File: src/rtl/shift_pkg.sv
// Shared constants and types for the serial shift path: default word width,
// bit-counter width helper and the deserializer state encoding.
package shift_pkg;

  localparam int DEF_WIDTH = 4;

  // Counter width for a WIDTH-bit word; never narrower than one bit.
  function automatic int cnt_w(input int width);
    return (width > 2) ? $clog2(width) : 1;
  endfunction

  typedef enum logic {
    IDLE  = 1'b0,
    SHIFT = 1'b1
  } state_t;

endpackage

File: src/rtl/shift_deserializer.sv
// Serial-in/parallel-out receiver; q/q_valid load on the edge sampling the last bit.
// One-deep output buffer: a word completing while q is unconsumed is dropped and flags overrun.
module shift_deserializer
  import shift_pkg::*;
#(
  parameter int WIDTH = DEF_WIDTH
) (
  input  logic                        clk,
  input  logic                        reset,
  input  logic                        s_in,
  input  logic                        s_valid,
  input  logic                        msb_first,
  input  logic                        clear,
  output logic [WIDTH-1:0]            q,
  output logic                        q_valid,
  input  logic                        q_ready,
  output logic                        overrun,
  output logic [cnt_w(WIDTH)-1:0]     bit_count
);

  localparam int CW = cnt_w(WIDTH);

  state_t           r_state;
  logic [WIDTH-1:0] r_shreg;
  logic             r_msb;

  logic             w_order;
  logic             w_last;
  logic             w_take;
  logic [WIDTH-1:0] w_next;

  // Bit order is taken live on the first bit of a word, then frozen in r_msb.
  assign w_order = (r_state == IDLE) ? msb_first : r_msb;
  assign w_last  = (bit_count == CW'(WIDTH - 1));
  assign w_take  = q_valid && q_ready;
  assign w_next  = w_order ? {r_shreg[WIDTH-2:0], s_in}
                           : {s_in, r_shreg[WIDTH-1:1]};

  always_ff @(posedge clk or posedge reset) begin
    if (reset) begin
      r_state   <= IDLE;
      r_shreg   <= '0;
      r_msb     <= 1'b1;
      q         <= '0;
      q_valid   <= 1'b0;
      overrun   <= 1'b0;
      bit_count <= '0;
    end else begin
      if (w_take) begin
        q_valid <= 1'b0;
      end
      if (clear) begin
        r_state   <= IDLE;
        r_shreg   <= '0;
        bit_count <= '0;
        overrun   <= 1'b0;
      end else if (s_valid) begin
        if (r_state == IDLE) begin
          r_msb <= msb_first;
        end
        if (w_last) begin
          r_state   <= IDLE;
          r_shreg   <= '0;
          bit_count <= '0;
          // A same-edge consume frees the buffer for the new word.
          if (!q_valid || w_take) begin
            q       <= w_next;
            q_valid <= 1'b1;
          end else begin
            overrun <= 1'b1;
          end
        end else begin
          r_state   <= SHIFT;
          r_shreg   <= w_next;
          bit_count <= bit_count + CW'(1);
        end
      end
    end
  end

endmodule

File: config.mk
export PLATFORM = sky130hd
export DESIGN_NAME = shift_deserializer
export DESIGN_NICKNAME = d
export VERILOG_FILES = /design/src/rtl/shift_pkg.sv /design/src/rtl/shift_deserializer.sv
export SDC_FILE = /design/constraint.sdc
export NUM_CORES = 1
export LEC_CHECK = 0
export BUFFER_PORTS_ARGS = -buffer_cell sky130_fd_sc_hd__buf_4
export CAP_MARGIN = 0
export CELL_PAD_IN_SITES_DETAIL_PLACEMENT = 1
export CELL_PAD_IN_SITES_GLOBAL_PLACEMENT = 1
export CORE_MARGIN = 4
export CORE_UTILIZATION = 36
export CTS_CLUSTER_DIAMETER = 60
export DETAILED_ROUTE_END_ITERATION = 7
export HOLD_SLACK_MARGIN = 0.03
export PLACE_DENSITY = 0.75
export SYNTH_ARGS = -nofsm -noshare
export SYNTH_HDL_FRONTEND = slang
export SYNTH_SLANG_ARGS = --single-unit
File: constraint.sdc
create_clock -name clk -period 1.8 [get_ports clk]
set_clock_uncertainty 0.2 [all_clocks]
set_input_delay 0.36 -clock clk [delete_from_list [all_inputs] [get_ports clk]]
set_output_delay 0.36 -clock clk [all_outputs]
set_load 0.01 [all_outputs]
==> results of run 1 <==
worst max-delay path, delay by kind of cell, from the launching register on:
family	cells	cell delay (ns)
muxes	2	0.55
buffers and inverters	1	0.18
DFF	1	0.39
AOI/OAI and AO/OA	1	0.14
state kept, by name, summed over array words and instances (netlist names):
| name | count |
|---|---|
| overrun | 1 |
| r_state | 1 |
| q_valid | 1 |
| r_msb | 1 |
| r_shreg | 4 |
| bit_count | 2 |
| q | 4 |
Yosys cell counts (2+ instances only):
library cell,number
mux2i_1,7
inv_1,8
nor2_1,4
ha_1,2
mux2_4,2
o32ai_1,2
dfrtp_1,13
area by class of cell:
cell class	instances	area, sq um
clock buffer	4	26.3
fill	206	910
inverter	8	30.0
multi-input combinational	33	285
sequential	14	352
tap	25	31.3
timing repair buffer	17	130
layout by cell type (no fill, tap or decap), types with 2 or more instances in the layout:
cell type / count
buf_4: 16
mux2i_1: 7
nor2_1: 4
inv_1: 8
dfrtp_1: 13
ha_1: 2
o32ai_1: 2
mux2_4: 2
clkbuf_4: 3
worst min path at each step:
stage	startpoint	endpoint	slack (ns)	depth (start not counted)
2_1_floorplan	reset	bit_count[0]	0.05	1
5_1_grt	clear	bit_count[1]	0.12	2
3_3_place_gp	reset	overrun	0.24	2
3_5_place_dp	reset	r_state	0.25	2
4_1_cts	clear	bit_count[0]	0.11	2
6_report	clear	bit_count[0]	0.11	2
power by group:
part | internal, mW | switching [mW] | total (mW)
logic | 0.0739 | 0.0669 | 0.141
clock network | 0.0859 | 0.102 | 0.188
registers | 0.347 | 0.0197 | 0.367
total | 0.507 | 0.188 | 0.695
kinds of logic (layout without fill, tap and decap cells):
logic type,Yosys count,in the layout
AOI/OAI and AO/OA,9,9
adders and majority gates,2,2
buffers and inverters,10,29
DFF,14,14
muxes,10,10
and+or+nand+nor,12,12
metal layers:
metal | up-vias | wire length [um] | share of wire (%) | GRT usage (%)
met5 | - | 0 | 0 | 0
met4 | 0 | 30 | 2.1 | 10.5
met3 | 2 | 35 | 2.5 | 1.72
met2 | 10 | 701 | 50 | 20.3
met1 | 251 | 634 | 45 | 16.2
li1 | 236 | - | - | -
through the flow:
step                      worst slack, ns  instances  hold WS, ns  util [%]
after floorplan                     0.174         57       0.0485         -
after global placement              0.229         96        0.242      46.4
after detailed placement            0.176         96        0.254      46.4
after CTS                           0.207        101        0.107      48.4
after global routing                0.133        101        0.119      48.4
final                               0.224        101        0.111      48.4
==> run_results.csv, run 1 <==
group,metric,value,unit
sta,finalCritPeriodShare,87.6,%
route,first_iter_violations,5,
setup_path,cp-endpoint,"r_shreg[1]",
route,ant_nets,0,
clock_tree,cts_buffer_depth,2,
setup_path,rr_endpoint,"r_shreg[1]",
clock_tree,root_buffer,"clkbuf_4",
setup_path,ff2ff_setup_slack,0.22,ns
setup_path,r2r-start,"r_state",
final_layout,nets,86,
place,gp_congestion,0.723,
setup_path,worstSetupStartpointType,"register",
clock_tree,cts_tree,"yes",
logic_synthesis,synth_top_area_share,47.4,%
logic_synthesis,synth_fa_ha_area_share,3.65,%
outcome,status,"completed",
logic_synthesis,synthSimpleGateAreaFrac,11.9,%
floorplan,die_height,51.6,um
logic_synthesis,synth_area_leader_cell,"dfrtp_1",
min_path,hold_path_class,"input pin to register",
global_route,track_usage,13.1,%
route,drt-wirelength-per-cell,13.9,um
sta,setup_violations,0,
clock_tree,postCtsSetupRepairBufs,0,
clock_tree,cts-resized-gates,0,
logic_synthesis,syn-cell-area,686,sq um
final_layout,final_cell_area,855,sq um
logic_synthesis,postSynthCellCount,57,
place,hpwl,1090,um
setup_path,critical_path_class,"register to register",
logic_synthesis,synth_top_family_by_area,"multiplexers",
logic_synthesis,synth_edf_count,0,
setup_path,slowest_stage,"dfrtp_1",
logic_synthesis,synth_ff_type,"dfrtp_1",
global_route,grt_max_degree,15,
setup_path,cp_cell_sequence,"mux2i_2 -> buf_4 -> mux2i_1 -> o32ai_1",
global_route,antenna_found_initial,0,
logic_synthesis,synth_xor_area_share,0,%
route,firstDrtPassIters,4,
global_route,grt.overflow.total,0,
floorplan,rows,15,
setup_path,path_max_fanout,4,
sta,hold_violations,0,
floorplan,core,1760,sq um
clock_tree,clock_sinks,14,
logic_synthesis,yosys_warnings,0,
sta,report.final.slew_viol_count,0,
floorplan,die-area,2670,sq um
logic_synthesis,ys_ff_latch,14,
place,portBuffers,14,
clock_tree,htreeDepth,1,
setup_path,crit_path_end_kind,"register",
final_layout,drive_gt1_share,34.2,%
power_and_ir_drop,power_density,813,nW/um^2
route,drcViolationCount,0,
route,vias_per_cell,4.94,
final_layout,syn_to_final_growth,24.6,%
power_and_ir_drop,total_power,0.695,mW
setup_path,critPathArrivalTime,1.53,ns
route,routed_wl,1400,um
logic_synthesis,avgSynthCellArea,12.0,sq um
floorplan,start_util,38.9,%
logic_synthesis,synthMuxAreaShare,16.6,%
logic_synthesis,synth-compound-area-share,9.49,%
sta,fmax,634,MHz
floorplan,io_pins,15,
sta,finalCriticalPeriod,1.58,ns
logic_synthesis,async_flop_share,100,%
floorplan,die_w,51.6,um
logic_synthesis,synth_seq_area_share,51.3,%
setup_path,slowest_delay,0.39,ns
logic_synthesis,syn_nets,66,
setup_path,required,1.75,ns
sta,tightestPinTransition,0.563,ns
global_route,grt_pass1_wl,2480,um
clock_tree,postCtsHoldBufs,1,
global_route,grt_pass1_vias,545,
power_and_ir_drop,p_leak,0.423,nW
sta,rsz0062_at_grt,"false",
setup_path,crit_start,"r_state",
flow_run,drv_cap,0,
logic_synthesis,ys_top_cells_by_area,"dfrtp_1 47%, mux2i_1 10%, inv_1 4.4%",
place,place_area,818,sq um
clock_tree,clock_latency,0.28,ns
setup_path,r2r_cells,4,
final_layout,antennaDiodeCount,0,
sta,max_slew_margin,62.4,%
power_and_ir_drop,ir_drop,0.336,mV
sta,tns,0,ns
logic_synthesis,ys_types,26,
clock_tree,path_clk_slew,0.09,ns
route,vias,499,
clock_tree,cts_buffers,3,
Power figures use the tool's default switching activity.
==> inputs of run 2 (changes only) <==
--- a/config.mk
+++ b/config.mk
@@ -5,12 +5,13 @@
 export SDC_FILE = /design/constraint.sdc
 export NUM_CORES = 1
 export LEC_CHECK = 0
+export ABC_AREA = 1
 export BUFFER_PORTS_ARGS = -buffer_cell sky130_fd_sc_hd__buf_4
 export CAP_MARGIN = 0
 export CELL_PAD_IN_SITES_DETAIL_PLACEMENT = 1
 export CELL_PAD_IN_SITES_GLOBAL_PLACEMENT = 1
 export CORE_MARGIN = 4
-export CORE_UTILIZATION = 36
+export CORE_UTILIZATION = 33
 export CTS_CLUSTER_DIAMETER = 60
 export DETAILED_ROUTE_END_ITERATION = 7
 export HOLD_SLACK_MARGIN = 0.03
==> run 2 against run 1 <==
Effect of this change: final cell count rose by 30%; register-to-register slack improved by 0.17 ns; non-clock buffer count fell by 2; sequential share of layout area fell by 0.060 points; sequential power fell by 1%; wire length rose by 13%; die area rose by 5.7%; count of clock-buffer cells in the layout did not move; via count rose by 28%; critical path type is now register to output pin; largest power group unchanged.
==> run_results.csv, run 2 <==
group,metric,value,unit
final_layout,antennaDiodeCount,0,
sta,finalCriticalPeriod,1.44,ns
sta,fmax,694,MHz
final_layout,nets,114,
sta,finalCritPeriodShare,80.0,%
logic_synthesis,synth_ff_type,"dfrtp_1",
power_and_ir_drop,swShare,27.3,%
global_route,track_usage,14.2,%
route,drcViolationCount,0,
logic_synthesis,synth_top_area_share,48.5,%
route,firstDrtPassIters,4,
final_layout,top_regs,"q x4, r_shreg x4, bit_count x2",
floorplan,die_height,53.1,um
logic_synthesis,ys_types,12,
setup_path,critPathBufInv,1,
power_and_ir_drop,total_power,0.717,mW
clock_tree,clock_sinks,14,
logic_synthesis,ys_top_cells_by_area,"dfrtp_1 49%, nand2_1 16%, nand3_1 14%",
final_layout,syn_to_final_growth,27.6,%
global_route,antenna_found_initial,0,
floorplan,core,1940,sq um
global_route,grt.overflow.total,0,
logic_synthesis,yosysMostFrequentCell,"nand2_1",
sta,report.final.slew_viol_count,0,
clock_tree,htreeDepth,1,
floorplan,rows,16,
final_layout,instances_no_fill,131,
floorplan,die_w,53.1,um
power_and_ir_drop,ir_drop,0.407,mV
logic_synthesis,syn-cell-area,671,sq um
place,gp_congestion,0.771,
clock_tree,clock_latency,0.28,ns
setup_path,crit_family,"flip-flops",
sta,hold_violations,0,
logic_synthesis,synth_edf_count,0,
sta,tightestPinTransition,0.530,ns
setup_path,critPathArrivalTime,0.88,ns
logic_synthesis,synth_area_leader_cell,"dfrtp_1",
setup_path,crit_path_end_kind,"output pin",
logic_synthesis,syn_nets,94,
place,portBuffers,14,
clock_tree,cts-resized-gates,0,
power_and_ir_drop,p_leak,0.501,nW
power_and_ir_drop,p_switching,0.196,mW
clock_tree,cts_buffer_depth,2,
clock_tree,postCtsSetupRepairBufs,0,
setup_path,r2r-start,"bit_count[0]",
setup_path,required,1.24,ns
sta,setup_violations,0,
sta,rsz0062_at_grt,"false",
min_path,hold_start,"q_ready",
route,routed_wl,1580,um
power_and_ir_drop,power_density,838,nW/um^2
final_layout,layout_commonest_cell,"nand2_1",
logic_synthesis,yosys_warnings,0,
logic_synthesis,synth_common_cells,"28 x nand2_1, 19 x nand3_1, 14 x inv_1",
route,ant_nets,0,
global_route,grt_pass1_wl,2880,um
min_path,min_to,"q_valid",
setup_path,r2r_cells,6,
clock_tree,root_buffer,"clkbuf_4",
floorplan,start_util,34.5,%
final_layout,multiInputGateArea,263,sq um
clock_tree,cts_tree,"yes",
place,pre_cts_ws,0.392,ns
final_layout,seqCellArea,352,sq um
place,placed_cells,126,
logic_synthesis,avgSynthCellArea,7.89,sq um
power_and_ir_drop,p_comb_share,17.7,%
global_route,grt_max_degree,15,
logic_synthesis,async_flop_share,100,%
setup_path,rr_endpoint,"q[2]",
floorplan,io_pins,15,
flow_run,drv_cap,0,
route,drt-wirelength-per-cell,12.1,um
logic_synthesis,synth_seq_area_share,52.4,%
route,vias,638,
min_path,whs_path_depth,4,
setup_path,ff2ff_setup_slack,0.39,ns
sta,fin_ws,0.360,ns
setup_path,cp_cell_sequence,"buf_4",
min_path,hold_path_class,"input pin to register",
setup_path,slowest_delay,0.43,ns
setup_path,critical_path_class,"register to output pin",
setup_path,worstSetupStartpointType,"register",
final_layout,drive_gt1_share,20.2,%
power_and_ir_drop,pwr-share-seq,50.5,%
clock_tree,path_clk_slew,0.08,ns
sta,max_slew_margin,64.7,%
logic_synthesis,postSynthCellCount,85,
final_layout,fill_cells,259,
final_layout,layout_common_cells,"28 x nand2_1, 19 x nand3_1, 14 x inv_1, 14 x buf_4, 13 x dfrtp_1",
outcome,status,"completed",
sta,tns,0,ns
power_and_ir_drop,power.internal,0.521,mW
route,first_iter_violations,11,
clock_tree,postCtsHoldBufs,1,
logic_synthesis,ys_ff_latch,14,
place,hpwl,1320,um
clock_tree,cts_buffers,3,
power_and_ir_drop,clkPwrFrac,31.8,%
setup_path,path_max_fanout,5,
setup_path,slowest_stage,"dfrtp_1",
route,vias_per_cell,4.87,
floorplan,die-area,2820,sq um
global_route,grt_pass1_vias,689,
## run 2: power groups by stage
stage	combinational [mW]	sequential [mW]	clock [mW]
2_1_floorplan	0.0656	0.372	0
3_3_place_gp	0.122	0.366	0
3_5_place_dp	0.128	0.368	0
4_1_cts	0.131	0.362	0.237
5_1_grt	0.145	0.367	0.256
6_report	0.127	0.362	0.228
## run 2: worst max-delay path by stage
stage | depth (start not counted) | endpoint | startpoint | slack (ns)
2_1_floorplan | 6 | q[0] | bit_count[0] | 0.47
3_3_place_gp | 6 | q[3] | bit_count[0] | 0.40
3_5_place_dp | 6 | q[2] | bit_count[0] | 0.39
4_1_cts | 1 | bit_count[0] | bit_count[0] | 0.34
5_1_grt | 6 | q[2] | bit_count[0] | 0.23
6_report | 1 | bit_count[0] | bit_count[0] | 0.36
## run 2: cells by family after synthesis
kind of cell               Yosys count  share of synthesized area [%]
DFF                                 14                           52.4
adders and majority gates            2                           3.73
AOI/OAI and AO/OA                    4                           3.54
buffers and inverters               15                           8.39
and+or+nand+nor                     50                           31.9
## run 2: area by class of cell
cell class	instances	share of cell area, %
Clock buffer	4	4.24
Timing Repair Buffer	15	13.5
Inverter	15	6.58
Tap cell	27	3.95
Sequential cell	14	41.1
Multi-Input combinational cell	56	30.7
## run 2: through the flow
step	hold slack (ns)	cell area, sq um	util (%)
2_1_floorplan	0.0485	671	-
3_3_place_gp	0.237	810	41.7
3_5_place_dp	0.238	810	41.7
4_1_cts	0.142	856	44.1
5_1_grt	0.159	856	44.1
6_report	0.147	856	44.1
## run 2: per-layer routing
layer  part of all wire [%]  global-route usage (%)  vias up
met4                    1.5                    6.38        0
li1                       -                       -      306
met2                     53                    25.8       10
met1                     42                    15.2      318
met3                    3.2                    3.38        4
met5                      0                       0        -
